### src/rtl/cpu_pkg.sv
// Shared core types: decoded op codes, fetch FSM states
// and the canonical NOP encoding.
package cpu_pkg;

  typedef enum logic [4:0] {
    CU_ADD,
    CU_SUB,
    CU_ADDI,
    CU_LUI,
    CU_AUIPC,
    CU_LOAD,
    CU_STORE,
    CU_JAL,
    CU_JALR,
    CU_BEQ,
    CU_BNE,
    CU_BLT,
    CU_BGE,
    CU_BLTU,
    CU_BGEU,
    CU_ERROR
  } cuOPType;

  typedef enum logic [1:0] {
    FETCH,
    WAIT,
    EXEC,
    HALT
  } fetch_state_t;

  localparam logic [31:0] NOP = 32'h0000_0013;

endpackage

### src/rtl/next_pc.sv
// Next-PC target selection for jumps and branches,
// plus the misaligned-target flag.
module next_pc
  import cpu_pkg::*;
(
  input  logic [31:0] pc,
  input  logic [31:0] imm,
  input  logic [31:0] alu_result,
  input  logic        zero,
  input  logic        negative,
  input  cuOPType     cu_op,
  output logic [31:0] target,
  output logic        misaligned
);

  logic [31:0] pc4;
  logic [31:0] pcimm;

  assign pc4   = pc + 32'd4;
  assign pcimm = pc + imm;

  // negative carries A<B in the branch's own signedness
  always_comb begin
    target = pc4;
    unique case (cu_op)
      CU_JAL:  target = pcimm;
      CU_JALR: target = alu_result & ~32'h1;
      CU_BEQ:  target = zero ? pcimm : pc4;
      CU_BNE:  target = zero ? pc4 : pcimm;
      CU_BLT,
      CU_BLTU: target = negative ? pcimm : pc4;
      CU_BGE,
      CU_BGEU: target = negative ? pc4 : pcimm;
      default: target = pc4;
    endcase
  end

  assign misaligned = target[1];

endmodule

### src/rtl/fetch_unit.sv
// Fetch/PC stage: req/ack instruction fetch, next-PC
// update on retire, retired count and halt/trap.
module fetch_unit
  import cpu_pkg::*;
#(
  parameter logic [31:0] RESET_PC = 32'h0000_0000
) (
  input  logic        clk,
  input  logic        nRst,
  output logic        imem_req,
  output logic [31:0] imem_addr,
  input  logic        imem_ack,
  input  logic [31:0] imem_rdata,
  output logic [31:0] instr,
  output logic        instr_valid,
  output logic [31:0] pc,
  input  cuOPType     cu_op,
  input  logic [31:0] imm,
  input  logic [31:0] alu_result,
  input  logic        zero,
  input  logic        negative,
  input  logic        exec_done,
  output logic [31:0] instret,
  output logic        halted,
  output logic        misaligned
);

  fetch_state_t state, state_n;
  logic [31:0]  target;
  logic         tgt_mis;
  logic         fire;
  logic         retire;
  logic         trap;

  next_pc u_next_pc (
    .pc         (pc),
    .imm        (imm),
    .alu_result (alu_result),
    .zero       (zero),
    .negative   (negative),
    .cu_op      (cu_op),
    .target     (target),
    .misaligned (tgt_mis)
  );

  // imem_req is only ever high in FETCH/WAIT
  assign fire   = imem_req & imem_ack;
  assign retire = (state == EXEC) & exec_done;
  assign trap   = (cu_op == CU_ERROR) | tgt_mis;

  always_ff @(posedge clk or negedge nRst) begin
    if (!nRst) state <= FETCH;
    else       state <= state_n;
  end

  always_comb begin
    state_n = state;
    unique case (state)
      FETCH,
      WAIT: begin
        if (fire)          state_n = EXEC;
        else if (imem_req) state_n = WAIT;
      end
      EXEC: begin
        if (exec_done) state_n = trap ? HALT : FETCH;
      end
      HALT:    state_n = HALT;
      default: state_n = FETCH;
    endcase
  end

  // req is registered from the next state, so it stays low
  // for the first cycle out of reset
  always_ff @(posedge clk or negedge nRst) begin
    if (!nRst) begin
      imem_req   <= 1'b0;
      instr      <= NOP;
      pc         <= RESET_PC;
      instret    <= 32'd0;
      misaligned <= 1'b0;
    end else begin
      imem_req <= (state_n == FETCH) || (state_n == WAIT);
      if (fire) instr <= imem_rdata;
      if (retire && !trap) begin
        pc      <= target;
        instret <= instret + 32'd1;
      end
      if (retire && cu_op != CU_ERROR && tgt_mis)
        misaligned <= 1'b1;
    end
  end

  assign imem_addr   = pc;
  assign instr_valid = (state == EXEC);
  assign halted      = (state == HALT);

endmodule

### config.mk
export PLATFORM = sky130hd
export DESIGN_NAME = fetch_unit
export DESIGN_NICKNAME = d
export VERILOG_FILES = /design/src/rtl/cpu_pkg.sv /design/src/rtl/next_pc.sv /design/src/rtl/fetch_unit.sv
export SDC_FILE = /design/constraint.sdc
export NUM_CORES = 1
export LEC_CHECK = 0
export BUFFER_PORTS_ARGS = -buffer_cell sky130_fd_sc_hd__clkbuf_2
export CAP_MARGIN = 20
export CORE_MARGIN = 8
export CORE_UTILIZATION = 40
export DETAILED_ROUTE_END_ITERATION = 16
export HOLD_SLACK_MARGIN = 0.05
export MAX_ROUTING_LAYER = met4
export PLACE_DENSITY = 0.74
export SETUP_SLACK_MARGIN = 0.1
export SLEW_MARGIN = 20
export SYNTH_ARGS = -nofsm -noshare
export SYNTH_HDL_FRONTEND = slang
export SYNTH_SLANG_ARGS = --single-unit
### constraint.sdc
create_clock -name clk -period 7.1 [get_ports clk]
set_clock_uncertainty 0.05 [all_clocks]
set_input_delay 0 -clock clk [delete_from_list [all_inputs] [get_ports clk]]
set_output_delay 0 -clock clk [all_outputs]
set_load 0.005 [all_outputs]
==> After elaboration in Yosys (flattened, before gate mapping) <==
Index checks and enable logic that the tools add are counted.
{ "op_classes": {"n_eq_ne": 14, "n_mux": 10, "bitwise": 3, "n_reduce_logical": 10, "add_sub_neg": 3} }
{ "op_table": {"columns": ["cell", "count"], "rows": [
  ["$pmux W32 S6", 1],
  ["$mux W32", 4],
  ["$eq A5 B4 Y1 const B", 8],
  ["$add A32 B1 Y32 const B", 1],
  ["$add A32 B3 Y32 const B", 1],
  ["$add A32 B32 Y32", 1],
  ["$mux W2", 4],
  ["$pmux W2 S3", 1],
  ["$reduce_or A2 Y1", 3],
  ["$eq A5 B3 Y1 const B", 1],
  ["$ne A5 B4 Y1 const B", 1],
  ["$eq A2 B1 Y1 const B", 2],
  ["$eq A2 B2 Y1 const B", 2],
  ["$logic_not A2 Y1", 2],
  ["$logic_and A1 B1 Y1", 3],
  ["$and A1 B1 Y1", 2],
  ["$logic_not A1 Y1", 1],
  ["$logic_or A1 B1 Y1", 1],
  ["$or A1 B1 Y1", 1]
]} }
{ "word_totals": {"input_bits": 107, "out_inout_bits": 132, "ff_bits": 100} }

==> Logic depth before layout (Yosys ltp) <==
Gate-level depths: netlist of the first run.
{ "depth": {"depth_word": 9, "ltp_mapped": 11} }

==> Hierarchy <==
A second synthesis of the first run with hierarchy kept.
{ "unflattened": {"cells_unflattened": 749, "area_unflattened_um2": 7215.7} }
{ "modules_own_cells": {"columns": ["mod", "cells_each", "n_inst", "area_per_inst_um2", "seq_area_each_um2"], "rows": [
  ["fetch_unit", 313, 1, 4285.4, 2506.2],
  ["next_pc", 436, 1, 2930.3, 0.0]
]} }

==> Worst setup path after synthesis of the first run <==
OpenSTA, ideal clock, no wires.
{ "synth_timing": {"kind": "reg-to-reg", "startpoint": "register pc[23] (netlist: imem_addr[23])", "endpoint": "register pc[28] (netlist: imem_addr[28])", "path_stages_with_launch": 10, "path_slack_ns": 4.373, "t_arrival_ns": 2.545, "n_path_buf": 1, "cell_sequence": "dfrtp_1 -> ha_1 -> clkbuf_1 -> a21oi_1 -> o21ai_0 -> a2111oi_0 -> nor2_1 -> o41ai_1 -> mux2i_1 -> a21oi_1"} }
{ "synth_via": {"elab_chain_len": 3} }
{ "synth_lines": {"columns": ["item", "line", "text"], "rows": [
  ["start, declared", "fetch_unit.sv:16", "output logic [31:0] pc,"],
  ["start signal, assigned", "fetch_unit.sv:85", "pc <= target;"],
  ["$add A32 B32 Y32 or $add A32 B3 Y32 (tied branches)", "next_pc.sv:20, next_pc.sv:19", null],
  ["$mux W32 (on tied branches)", null, null],
  ["$pmux W32 S6 (*)", "next_pc.sv:25", "unique case (cu_op)"]
]} }
Every way passes the cells marked *; elsewhere a longest branch is shown, timed or not.
A chain may end at the register's enable or synchronous reset.

==> Final worst setup path of the first run <==
Same ends and word-level chain as after synthesis.

==> results of run 1 <==
sequential cells by signal (all words and copies together) (netlist names):
name        flops
imem_addr      32
imem_req        1
instr          32
instret        32
misaligned      1
state           2
worst min-delay path by stage:
stage	to	depth (start not counted)
3_3_place_gp	instret[19]$_DFFE_PN0N_	1
5_1_grt	imem_addr[17]$_DFFE_PN0N_	4
4_1_cts	imem_addr[20]$_DFFE_PN0N_	5
3_5_place_dp	instret[18]$_DFFE_PN0N_	1
6_report	imem_addr[17]$_DFFE_PN0N_	4
2_1_floorplan	imem_addr[0]$_DFFE_PN0P_	0
logic make-up after synthesis:
family | count (synthesis)
AO/OA/AOI/OAI | 245
XOR/XNOR | 54
adder cells (fa/ha/maj) | 34
buffers and inverters | 97
flip-flops | 100
multiplexers | 41
AND/OR/NAND/NOR | 288
area by class of cell:
class,instances,share of cell area [%]
timing repair buffer,310,19.8
tap,234,3.05
inverter,26,1.02
sequential,100,26.1
clock buffer,10,2.38
clock inverter,6,0.599
multi-input combinational,662,47.0
layout by cell type (no fill, tap or decap), types with 9 or more instances in the layout:
master and count:
sky130_fd_sc_hd__clkbuf_2 236, sky130_fd_sc_hd__dfrtp_1 97, sky130_fd_sc_hd__nand2_1 72, sky130_fd_sc_hd__a21oi_1 67, sky130_fd_sc_hd__dlygate4sd3_1 66, sky130_fd_sc_hd__nor2_1 57
sky130_fd_sc_hd__o21ai_0 46, sky130_fd_sc_hd__nand3_1 34, sky130_fd_sc_hd__mux2_2 34, sky130_fd_sc_hd__ha_1 33, sky130_fd_sc_hd__xnor2_1 31, sky130_fd_sc_hd__nor3_1 27
sky130_fd_sc_hd__inv_1 26, sky130_fd_sc_hd__xor2_1 23, sky130_fd_sc_hd__and3_1 21, sky130_fd_sc_hd__nand4_1 21, sky130_fd_sc_hd__a21o_1 16, sky130_fd_sc_hd__a31oi_1 16
sky130_fd_sc_hd__a221oi_1 12, sky130_fd_sc_hd__o211ai_1 9, sky130_fd_sc_hd__o21a_1 9, sky130_fd_sc_hd__clkbuf_16 9
metal layers:
| metal | GRT usage (%) | wire [um] | part of all wire, % | up-vias |
|---|---|---|---|---|
| li1 | - | - | - | 3667 |
| met1 | 27.5 | 11400 | 45 | 3665 |
| met2 | 34.9 | 12000 | 47 | 342 |
| met3 | 4.12 | 1640 | 6.4 | 37 |
| met4 | 6.50 | 554 | 2.2 | 0 |
| met5 | - | 0 | 0 | - |
worst max-delay path, stage by stage, from the launching register on:
cell                        delay (ps)
sky130_fd_sc_hd__dfrtp_1           510
sky130_fd_sc_hd__ha_1              470
sky130_fd_sc_hd__a21oi_1           360
sky130_fd_sc_hd__o21ai_0           210
sky130_fd_sc_hd__a2111oi_0         570
sky130_fd_sc_hd__nor2_1             80
sky130_fd_sc_hd__o41ai_1           510
sky130_fd_sc_hd__mux2i_1           320
sky130_fd_sc_hd__a21oi_1           100
power breakdown:
part	total [uW]	switching, uW	leakage, uW	internal (uW)
logic	1130	600	0.00316	531
clock network	479	233	0.000141	246
registers	920	191	0.00127	729
total	2530	1020	0.00457	1510
stage by stage:
| stage | area (um2) | power, uW | std cells | worst slack, ps |
|---|---|---|---|---|
| 3_5_place_dp | 8650 | 2010 | 1266 | 3890 |
| 6_report | 9600 | 2530 | 1348 | 3800 |
| 4_1_cts | 9600 | 2530 | 1348 | 3850 |
| 3_3_place_gp | 8650 | 1980 | 1266 | 3850 |
| 2_1_floorplan | 7500 | 1610 | 859 | 4370 |
| 5_1_grt | 9600 | 2720 | 1348 | 3560 |
==> run summary, run 1 <==
Of the total synthesized cell area, the portion taken by full adders, half adders and majority gates is between 5 and 6%. During placement, the flow inserted port buffers numbering roughly 240. The post-synthesis compound-gate area fraction is 22.0%.

The top cell type's share of synthesized area is approximately a third. The total of flip-flops plus latches after synthesis came out at 100. The synthesis-to-finish area growth came out at 27.9%. The worst setup path is of the reg -> reg kind. Of the post-synthesis cell area, the part taken by muxes is under 10%. The root buffer cell is sky130_fd_sc_hd__clkbuf_16. For this run, the leading register cell type out of synthesis is sky130_fd_sc_hd__dfrtp_1. The multi-input combinational cells in the finished layout cover a total of 4520 um2. In this run the mean area of a mapped cell was 8.74 um2. The maximum net fanout on the critical path came out at 12. Sorting the synthesized cells by how often they occur yields sky130_fd_sc_hd__dfrtp_1, sky130_fd_sc_hd__nand2_1, sky130_fd_sc_hd__a21oi_1, sky130_fd_sc_hd__nor2_1, sky130_fd_sc_hd__o21ai_0. Clock-pin slew was measured on the worst setup and hold paths at 70 ps. Setup repair after global routing left no endpoint under its margin.

In the final routed layout, each cell accounts on average for around 19 um. The worst hold slack across all endpoints came out at 79.4 ps. The placer congestion estimate is between 0.9 and 1. The number of antenna violations at the first check in global routing is 0. After technology mapping, the gate count stands at 859. The number of nets handed over by synthesis was roughly 1.0k. The power per cell area is 264 nW/um2. The proportion of register bits with asynchronous set or reset after synthesis is 100%. The final layout contains 1250 nets. The number of top-level design ports is 239. The worst hold path begins at alu_result[17]. Clock tree synthesis found a total of 100 sinks. The worst register-to-register path ends at imem_addr[28]$_DFFE_PN0N_. The worst voltage drop across the vdd grid came out at between 90 and 100 uV. The post-layout minimum cycle time is around 3300 ps. The flow ran to the end, and the final reports show no timing, DRC or antenna violations. The fraction of the yosys area taken by sequential cells is 33.4%.

The DRC violation count after routing came out at 0. The placement row count came out at 50. The number of buffers inserted to repair setup after CTS is 0. Counting along the longest clock path gives a buffer depth of 2. Across all register-to-register paths, the minimum setup slack is ~3800 ps.

The number of distinct library cells after synthesis is 74. The largest net degree at the start of global routing came out at 64. Data on the critical path is required at its endpoint by just over 7000 ps. The starting density of the core is approximately 40%. Hold repair after CTS inserted 66 buffers. The first-pass GRT wire length came out at roughly 40000 um. After synthesis, the largest family of logic cells by area is compound AO/OA/AOI/OAI gates.

The total track usage came out at 21.8%. The achievable clock frequency came out at 303 MHz. The area share of and/or/nand/nor cells after synthesis is 19.8%. The fill cell instance count of the final layout came out at approximately 1.7k. The final count of pins violating max slew came out at 0. The first detailed-routing pass took 5 iterations.

For this design the static power due to leakage is approximately 0.0046 uW. For the pin with the worst max-slew slack, the measured transition is 986 ps. The placeable core region is 18600 um2. The number of maximum-capacitance constraint violations came out at 0.

sky130_fd_sc_hd__dfrtp_1 is the most common cell in the netlist. The capturing element type of the critical path is a flop. The xor and xnor fraction of the mapped netlist area is under 10%.

The number of cells upsized or downsized after cts came out at 0. The die outline height is 153 um. The detailed placer's ending HPWL came out at 19000 um. The number of failing setup endpoints in the final timing report came out at 0. The startpoint of the lowest-slack register-to-register path is imem_addr[23]$_DFFE_PN0N_. The number of flops mapped to enable cells by yosys is 0.

After global routing the overflow that remains totals 0. The number of global-route vias before repair is 7584. The kind of start point of the critical path is a flop. The headroom to the max-slew limit is 34.3%. The detailed router finished its first iteration with 563 violations. The total via count after detailed routing came out at 7711. Following the worst setup path forward leads to its endpoint at imem_addr[28]$_DFFE_PN0N_. Data arrives at the worst endpoint at about 3500 ps.

The wire length reported by the detailed router came out at 25500 um. The share of the core filled with cells came out at 51.7%. The number of cell instances on the worst register-to-register path is 8. Yosys attributes the largest share of cell area to sky130_fd_sc_hd__dfrtp_1, sky130_fd_sc_hd__ha_1, sky130_fd_sc_hd__mux2_2, sky130_fd_sc_hd__a21oi_1, sky130_fd_sc_hd__xnor2_1. The number of routed nets with antenna violations is 0. The most critical setup path has its startpoint at imem_addr[23]$_DFFE_PN0N_. Clock latency on the worst-skew pair, taken at its later pin, is 340 ps. The die width came out at roughly 150 um. The count of antenna diodes in the layout is 0.

The sequential standard cell area is 2510 um2. The total negative slack is 0 ps. TritonCTS built the clock tree.

The fraction of final layout cells with drive strength greater than 1 is 28.1%. The number of levels in the clock H-tree came out at 3. Of all cell types, the one taking the most synthesized area is sky130_fd_sc_hd__dfrtp_1.

The number of clock buffers added by TritonCTS is 9. The routed via count divided by cell count came out at about 5.7. The final worst-path cycle share came out at 46.4%. During synthesis, Yosys emitted a total of 0 warnings.

The synthesized netlist occupies a cell area of around 7500 um2. The number of endpoints with negative hold slack in the final report was 0. The overall die area came out at 23400 um2.

The worst hold path belongs to the class in -> reg.
(Power assumes the default switching activity.)
==> run 2, diff against run 1 <==
==> constraint.sdc (replaced) <==
create_clock -name clk -period 3.34 [get_ports clk]
set_clock_uncertainty 0.05 [all_clocks]
set_input_delay 0 -clock clk [delete_from_list [all_inputs] [get_ports clk]]
set_output_delay 0 -clock clk [all_outputs]
set_load 0.005 [all_outputs]
==> run 2 against run 1 <==
Against the previous run: critical path depth is 2 higher; flip-flop and latch count unchanged; sequential share of layout area fell by 0.57 points; combinational power up 130%; cell area increased by 2.2%; power grew 120%; die area unchanged; highest routed layer unchanged.
==> run summary, run 2 (same netlist as run 1, synthesis figures left out) <==
TritonCTS built the clock tree. The placer congestion estimate is 0.970. After clock tree synthesis, the clock-pin slew on the worst setup and hold paths is about 80 ps. The power per cell area came out at 565 nW/um2. The library cells used most frequently in the layout, excluding fill and tap cells, are sky130_fd_sc_hd__clkbuf_2, sky130_fd_sc_hd__dfrtp_1, sky130_fd_sc_hd__nand2_1. The met3 demand-to-capacity share in global routing came out at between 6 and 7%. The total track usage is 22.4%. The clock latency of the later-clocked register in the worst-skew pair is 350 ps. The fill cell instance count of the final layout came out at between 1.5k and 2k. The final count of pins violating max slew came out at 0. The initial utilization of the core area, before any placement, comes to 40.4%.

For the worst setup path, the data arrival time is 3270 ps. The total negative slack is 0 ps. During placement, the flow inserted port buffers numbering 237. The worst hold path belongs to the class in -> reg. The completed layout was analyzed and its total power is 5550 uW. The headroom to the max-slew limit came out at 40.2%. The per-cell routed wire length came out at 19.3 um. The synthesis-to-finish area growth is 30.8%. The maximum net fanout on the critical path is 4.

Setup violations remaining at the end of the flow were counted as 0. In this run the count of I/O pins placed on the die edge is 239. The residual overflow from global routing came out at 0. The number of buffers created by CTS came out at 9. The die is 153 um wide. The kind of critical path is reg -> reg. The number of global-route vias before repair came to between 7k and 8k. The capturing element type of the critical path is a flop.

The number of antenna violations at the first check in global routing came out at 0. The number of levels in the clock H-tree is 3. The met2 track demand over resource is 35.8%. The number of cell instances on the worst register-to-register path came out at 10.

The routed via count divided by cell count came out at 5.75. The floorplan has 50 rows. Entering global routing, the biggest net connects 70 pins.

Across the run, the number of max-cap violations was 0. The standby leakage power came out at 0.00471 uW. The count of TritonRoute iterations in the first routing pass came out at 6. The worst voltage drop across the vdd grid is 203 uV. In this run the post-CTS setup repair buffer count came out at 0. The die covers 23400 um2.

The number of nets in the final layout is 1275. The number of routed nets with antenna violations came out at 0. The required time at the endpoint of the critical path came out at 3560 ps. The library cell used most frequently in the layout, excluding fill and tap cells, is sky130_fd_sc_hd__clkbuf_2. For this block, the initial DRC count from the detailed router was 648. Setup repair after global routing left no endpoint under its margin. The die is 153 um tall. The cell count of the worst hold path is 5.

The placeable core region is ~19000 um2. The flow ran to the end, and the final reports show no timing, DRC or antenna violations. The final worst-path cycle share is 91.3%. STA classifies the critical path startpoint as a flop.

The first-pass GRT wire length came out at roughly 41000 um. The fraction of final layout cells with drive strength greater than 1 came out at roughly 30%. The longest clock path from root to sink contains 2 buffers. The wire length reported by the detailed router is 26500 um.

The post-layout minimum cycle time came out at 3050 ps. The DRC violation count after routing is 0. The number of endpoints with negative hold slack in the final report was 0. met2 is the most crowded layer.

Global routing consumed, on the met1 layer, a little over a quarter of the routing resources. For the pin with the worst max-slew slack, the measured transition is 897 ps. The detailed placer's ending HPWL came out at 19900 um. The achievable clock frequency came out at 328 MHz. The count of antenna diodes in the layout came out at 0. The detailed router placed 7899 vias in this run.

The clock sink total is 100. Clock tree synthesis selected as its root buffer the cell sky130_fd_sc_hd__clkbuf_16.
-- run 2: changes by cell type in the layout (fill, tap and decap cells not counted), sizes merged --
| cell | change |
|---|---|
| clkinv | -2 |
| bufinv | +1 |
| clkinvlp | +1 |
| buf | +24 |
| dlygate4sd3 | +1 |
-- run 2: layout make-up --
type / count / area [um2] / area share, %
clock buffers: 10 / 229 / 2.33
clock inverters: 6 / 71.3 / 0.727
inverters: 26 / 97.6 / 0.994
multi-input cells: 662 / 4530 / 46.1
flip-flops and latches: 100 / 2510 / 25.5
well taps: 234 / 293 / 2.98
repair buffers: 335 / 2090 / 21.3
-- run 2: routing by layer --
metal | share of wire, % | vias up | routed length (um)
met5 | 0 | - | 0
met4 | 2.2 | 0 | 585
met3 | 9.4 | 48 | 2490
met2 | 47 | 407 | 12400
met1 | 42 | 3725 | 11100
li1 | - | 3719 | -
-- run 2: power breakdown --
| part | internal, uW | switching (uW) |
|---|---|---|
| combinational | 1200 | 1390 |
| clock | 590 | 488 |
| sequential | 1550 | 333 |
-- run 2: stage by stage --
stage               setup WS [ps]  util (%)  hold WS [ps]  cells  area [um2]
floorplan                     613         -          -346    859        7500
global placement              452      47.5           124   1290        8830
detailed placement            390      47.5           123   1290        8830
CTS                           360      52.8           116   1373        9810
global route                  167      52.8           127   1373        9810
finish                        289      52.8           132   1373        9810
-- run 2: path summary, 6_finish.rpt --
check,start,endpoint,slack [ps]
setup / recovery,imem_addr[0]$_DFFE_PN0P_,imem_addr[22]$_DFFE_PN0N_,290
hold / removal,alu_result[1],instret[1]$_DFFE_PN0N_,130
setup reg to reg,imem_addr[0]$_DFFE_PN0P_,imem_addr[22]$_DFFE_PN0N_,290
hold reg to reg,instret[31]$_DFFE_PN0N_,instret[31]$_DFFE_PN0N_,430
max in group asynchronous,nRst,imem_addr[20]$_DFFE_PN0N_,2120
min in group asynchronous,nRst,instret[21]$_DFFE_PN0N_,270
-- run 2: repair_timing --
| action | 4_1_cts | 5_1_grt |
|---|---|---|
| hold endpoints to repair | 130 | 0 |
| gates resized for setup | 0 | 2 |
| endpoints found under the setup margin | 0 | 1 |
| hold buffers | 67 | 0 |
-- run 2: worst max-delay path, cell delays in order (launching register included) --
cell and delay [ps]:
sky130_fd_sc_hd__dfrtp_1 390, sky130_fd_sc_hd__ha_1 190, sky130_fd_sc_hd__inv_1 60, sky130_fd_sc_hd__fa_1 390, sky130_fd_sc_hd__nand2b_1 180, sky130_fd_sc_hd__a21o_1 210, sky130_fd_sc_hd__a211o_1 310, sky130_fd_sc_hd__a31oi_1 500
sky130_fd_sc_hd__a21oi_1 190, sky130_fd_sc_hd__or3_1 340, sky130_fd_sc_hd__a31oi_1 150
==> run 3, diff against run 2 <==
--- a/config.mk
+++ b/config.mk
@@ -12,9 +12,11 @@
 export DETAILED_ROUTE_END_ITERATION = 16
 export HOLD_SLACK_MARGIN = 0.05
 export MAX_ROUTING_LAYER = met4
-export PLACE_DENSITY = 0.74
+export PLACE_DENSITY = 0.75
 export SETUP_SLACK_MARGIN = 0.1
 export SLEW_MARGIN = 20
 export SYNTH_ARGS = -nofsm -noshare
 export SYNTH_HDL_FRONTEND = slang
+export SYNTH_HIERARCHICAL = 1
 export SYNTH_SLANG_ARGS = --single-unit
+export TNS_END_PERCENT = 10
==> run 3 against run 2 <==
Against the previous run: non-clock buffer count down 20; synthesized cell count down 13%; area after synthesis down 3.9%; flip-flop and latch count unchanged; critical path depth down 1; largest cell class unchanged; final cell count down 8.4%; worst hold slack worse by 78 ps; wire length down 13%; power up 17%.
==> run summary, run 3 <==
The total via count after detailed routing came out at 6826. The switching part of the total power came out at between 40% and 50%. The number of flops mapped to enable cells by yosys is 0. At the end of the flow, the number of nets in the layout was ~1.2k. The number of I/O port buffers came out at roughly 240. The data arrival at the endpoint of the critical path is ~3300 ps. The number of levels in the clock H-tree came out at 3. In this run the power density over the cells is about 700 nW/um2. The maximum number of buffers from clock root to sink came out at 2. Summing the areas of all and, or, nand and nor instances in the mapped netlist gives 18.0% of the synthesized area. For this run, the number of Yosys warnings is 6. The maximum net fanout on the critical path came out at 5.

The part of the power in the clock network came out at about 18%. The top cell type's share of synthesized area came out at about 34%. The overall die area is 22600 um2. The first-pass GRT wire length is approximately 37000 um. The post-layout minimum cycle time is between 3000 and 4000 ps. After clock tree synthesis, the clock-pin slew on the worst setup and hold paths is 80 ps. The die width is 150 um.

The setup slack on the worst flop-to-flop path came out at 220 ps. The final worst-path cycle share came out at 93.4%. In the routed layout, each cell is associated on average with a via count of 5.43.

The required time at the endpoint of the critical path came out at 3530 ps. Counting every net in the synthesized netlist gives 890. In the synthesized netlist, mux cells make up a little over a tenth of the area. The commonest non-fill, non-tap cell in the layout is sky130_fd_sc_hd__clkbuf_2. The first detailed-routing pass took 6 iterations. The number of maximum-capacitance constraint violations is 0. The synthesized area divided by synthesized cell count came out at approximately 9.6 um2.

The clock sink total is 100. The synthesized netlist devotes between 15 and 20% of its cell area to compound gates. The residual overflow from global routing came out at 0.

The min-delay analysis places its worst path in the category in -> reg. After Yosys synthesis, full adders, half adders and majority gates account for under 10% of the synthesized area. The wire length reported by the detailed router is 22900 um. The kind of start point of the critical path is a flop. The worst hold slack across all endpoints came out at 53.8 ps. In the synthesized netlist, the cells that appear most often are sky130_fd_sc_hd__dfrtp_1, sky130_fd_sc_hd__mux2_2, sky130_fd_sc_hd__nand2_1, sky130_fd_sc_hd__xnor2_1, sky130_fd_sc_hd__nand3_1. The per-cell routed wire length came out at 18.2 um. The total of flip-flops plus latches after synthesis is 100. The synthesized instance count came out at 749. The part of the total power dissipated in combinational logic came out at 50.6%. Setup repair after global routing could not meet its margin everywhere. The number of top-level design ports came out at 239.

The placement row count came out at 49. The number of global-route vias before repair came to around 7.1k. After Yosys synthesis, XOR and XNOR cells account for 10.1% of the synthesized area.

The pin slew with the least headroom to its limit is 660 ps. After synthesis, the netlist uses 75 different library cells. The fraction of final layout cells with drive strength greater than 1 is between 30% and 40%. The total negative slack came out at 0 ps. The library cells used most frequently in the layout, excluding fill and tap cells, are sky130_fd_sc_hd__clkbuf_2, sky130_fd_sc_hd__dfrtp_1, sky130_fd_sc_hd__mux2_2. The number of endpoints with negative hold slack in the final report came out at 0. The clock latency of the later-clocked register in the worst-skew pair came out at 360 ps.

Among all cell types in the netlist, the one instantiated most often is sky130_fd_sc_hd__dfrtp_1. The setup path with the least slack is of type reg -> reg. The DRC violation count after routing is 0. The total track usage came out at 20.8%. The number of antenna violations at the first check in global routing is 2. The die outline height came out at 150 um.

The placer congestion estimate came out at 0.895. After floorplanning, the core was sized to cover 17800 um2. The run finished with clean final reports. The number of buffers created by CTS is 9. The headroom to the max-slew limit came out at about 56%. By area the synthesized netlist is led by sky130_fd_sc_hd__dfrtp_1, sky130_fd_sc_hd__mux2_2, sky130_fd_sc_hd__ha_1, sky130_fd_sc_hd__xnor2_1, sky130_fd_sc_hd__xor2_1. The final count of pins violating max slew came out at 0.

In this run the static leakage power is 0.00449 uW. The proportion of power drawn by flip-flops and latches came out at 32.0%. The proportion of register bits with asynchronous set or reset after synthesis came out at between 90% and 100%. The largest net degree at the start of global routing came out at 54. The most frequently used flop master after synthesis is sky130_fd_sc_hd__dfrtp_1. The number of routed nets with antenna violations is 0. The detailed placer's ending HPWL is 17400 um. The achievable clock frequency is 321 MHz.

The tree is rooted in a sky130_fd_sc_hd__clkbuf_16. The internal power of the cells totals 3830 uW. STA classifies the critical path endpoint as a flop. The worst voltage drop across the vdd grid came out at 349 uV. The post-synthesis instance area is 7220 um2. Once the floorplan was initialized, standard cells occupied 40.4% of the core. The area growth from synthesis to layout is 30.6%.

The number of buffers inserted to repair setup after CTS is 0. The net switching power came out at 2640 uW. The biggest area contributor in the post-synthesis netlist is sky130_fd_sc_hd__dfrtp_1. The detailed router finished its first iteration with 437 violations.

The fraction of the yosys area taken by sequential cells came out at roughly a third. TritonCTS built the clock tree. Setup violations remaining at the end of the flow were counted as 0.

The largest family of logic cells by synthesized area is simple AND/OR/NAND/NOR gates.
## run 3: path summary, 6_finish.rpt
| kind | startpoint | endpoint | cells after the start |
|---|---|---|---|
| worst max-delay path | imem_addr[0]$_DFFE_PN0P_ | instret[12]$_DFFE_PN0P_ | 9 |
| worst min-delay path | alu_result[1] | imem_addr[1]$_DFFE_PN0P_ | 4 |
| worst max register to register | imem_addr[0]$_DFFE_PN0P_ | instret[12]$_DFFE_PN0P_ | 9 |
| worst min register to register | misaligned$_DFFE_PN0P_ | misaligned$_DFFE_PN0P_ | 1 |
| max in group asynchronous | nRst | imem_addr[19]$_DFFE_PN0P_ | 3 |
| min in group asynchronous | nRst | instret[26]$_DFFE_PN0P_ | 2 |
## run 3: per-stage QoR
step           worst slack, ps  cells  area [um2]  utilization [%]  power (uW)
2_1_floorplan              483    749        7220                -        4260
3_3_place_gp               305   1172        8440             47.3        5200
3_5_place_dp               204   1172        8440             47.3        5270
4_1_cts                    195   1252        9400             52.7        6510
5_1_grt                   42.0   1254        9410             52.8        6970
6_report                   220   1257        9420             52.8        6470
## run 3: worst max-delay path: stages, from the launching register on
cell                       delay [ps]
sky130_fd_sc_hd__dfrtp_1          420
sky130_fd_sc_hd__ha_1             250
sky130_fd_sc_hd__fa_1             440
sky130_fd_sc_hd__a222oi_1         330
sky130_fd_sc_hd__inv_1            140
sky130_fd_sc_hd__and4bb_2         430
sky130_fd_sc_hd__nand2_1          150
sky130_fd_sc_hd__nor4_1           490
sky130_fd_sc_hd__nand3_1          170
sky130_fd_sc_hd__xnor2_1          150
## run 3: what timing repair did
| item | 4_1_cts | 5_1_grt |
|---|---|---|
| endpoints found under the setup margin | 0 | 4 |
| hold endpoints to repair | 115 | 0 |
| hold buffers | 64 | 0 |
| resized for setup | 0 | 1 |
## run 3: area by class of cell
class                           instances  area, um2
Antenna cell                            5       12.5
Clock buffer                            9        225
Clock inverter                          7       93.8
Fill cell                            1635       8420
Inverter                                8       30.0
Multi-Input combinational cell        584       4330
Sequential cell                       100       2510
Tap cell                              229        287
Timing Repair Buffer                  315       1930
## run 3: cells by family (layout without fill, tap and decap cells)
kind of cell,after synthesis,count (layout)
simple gates,244,244
compound gates,156,156
flops,100,100
xor+xnor,83,83
mux,67,67
buf+inv,65,339
fa+ha+maj,34,34
other cells,0,5
## run 3: per-layer routing
metal | vias to the layer above | track usage, % | wire, um
met5 | - | - | 0
met4 | 0 | 8.30 | 631
met3 | 42 | 3.61 | 1300
met2 | 243 | 32.9 | 11100
met1 | 3273 | 26.0 | 9860
li1 | 3268 | - | -
## run 3: power groups by stage
stage                     logic (uW)  registers, uW  clock network, uW
final                           3270           2070               1130
after global routing            3610           2150               1210
after CTS                       3270           2060               1170
after detailed placement        3190           2080                  0
after global placement          3140           2060                  0
after floorplan                 2220           2030                  0
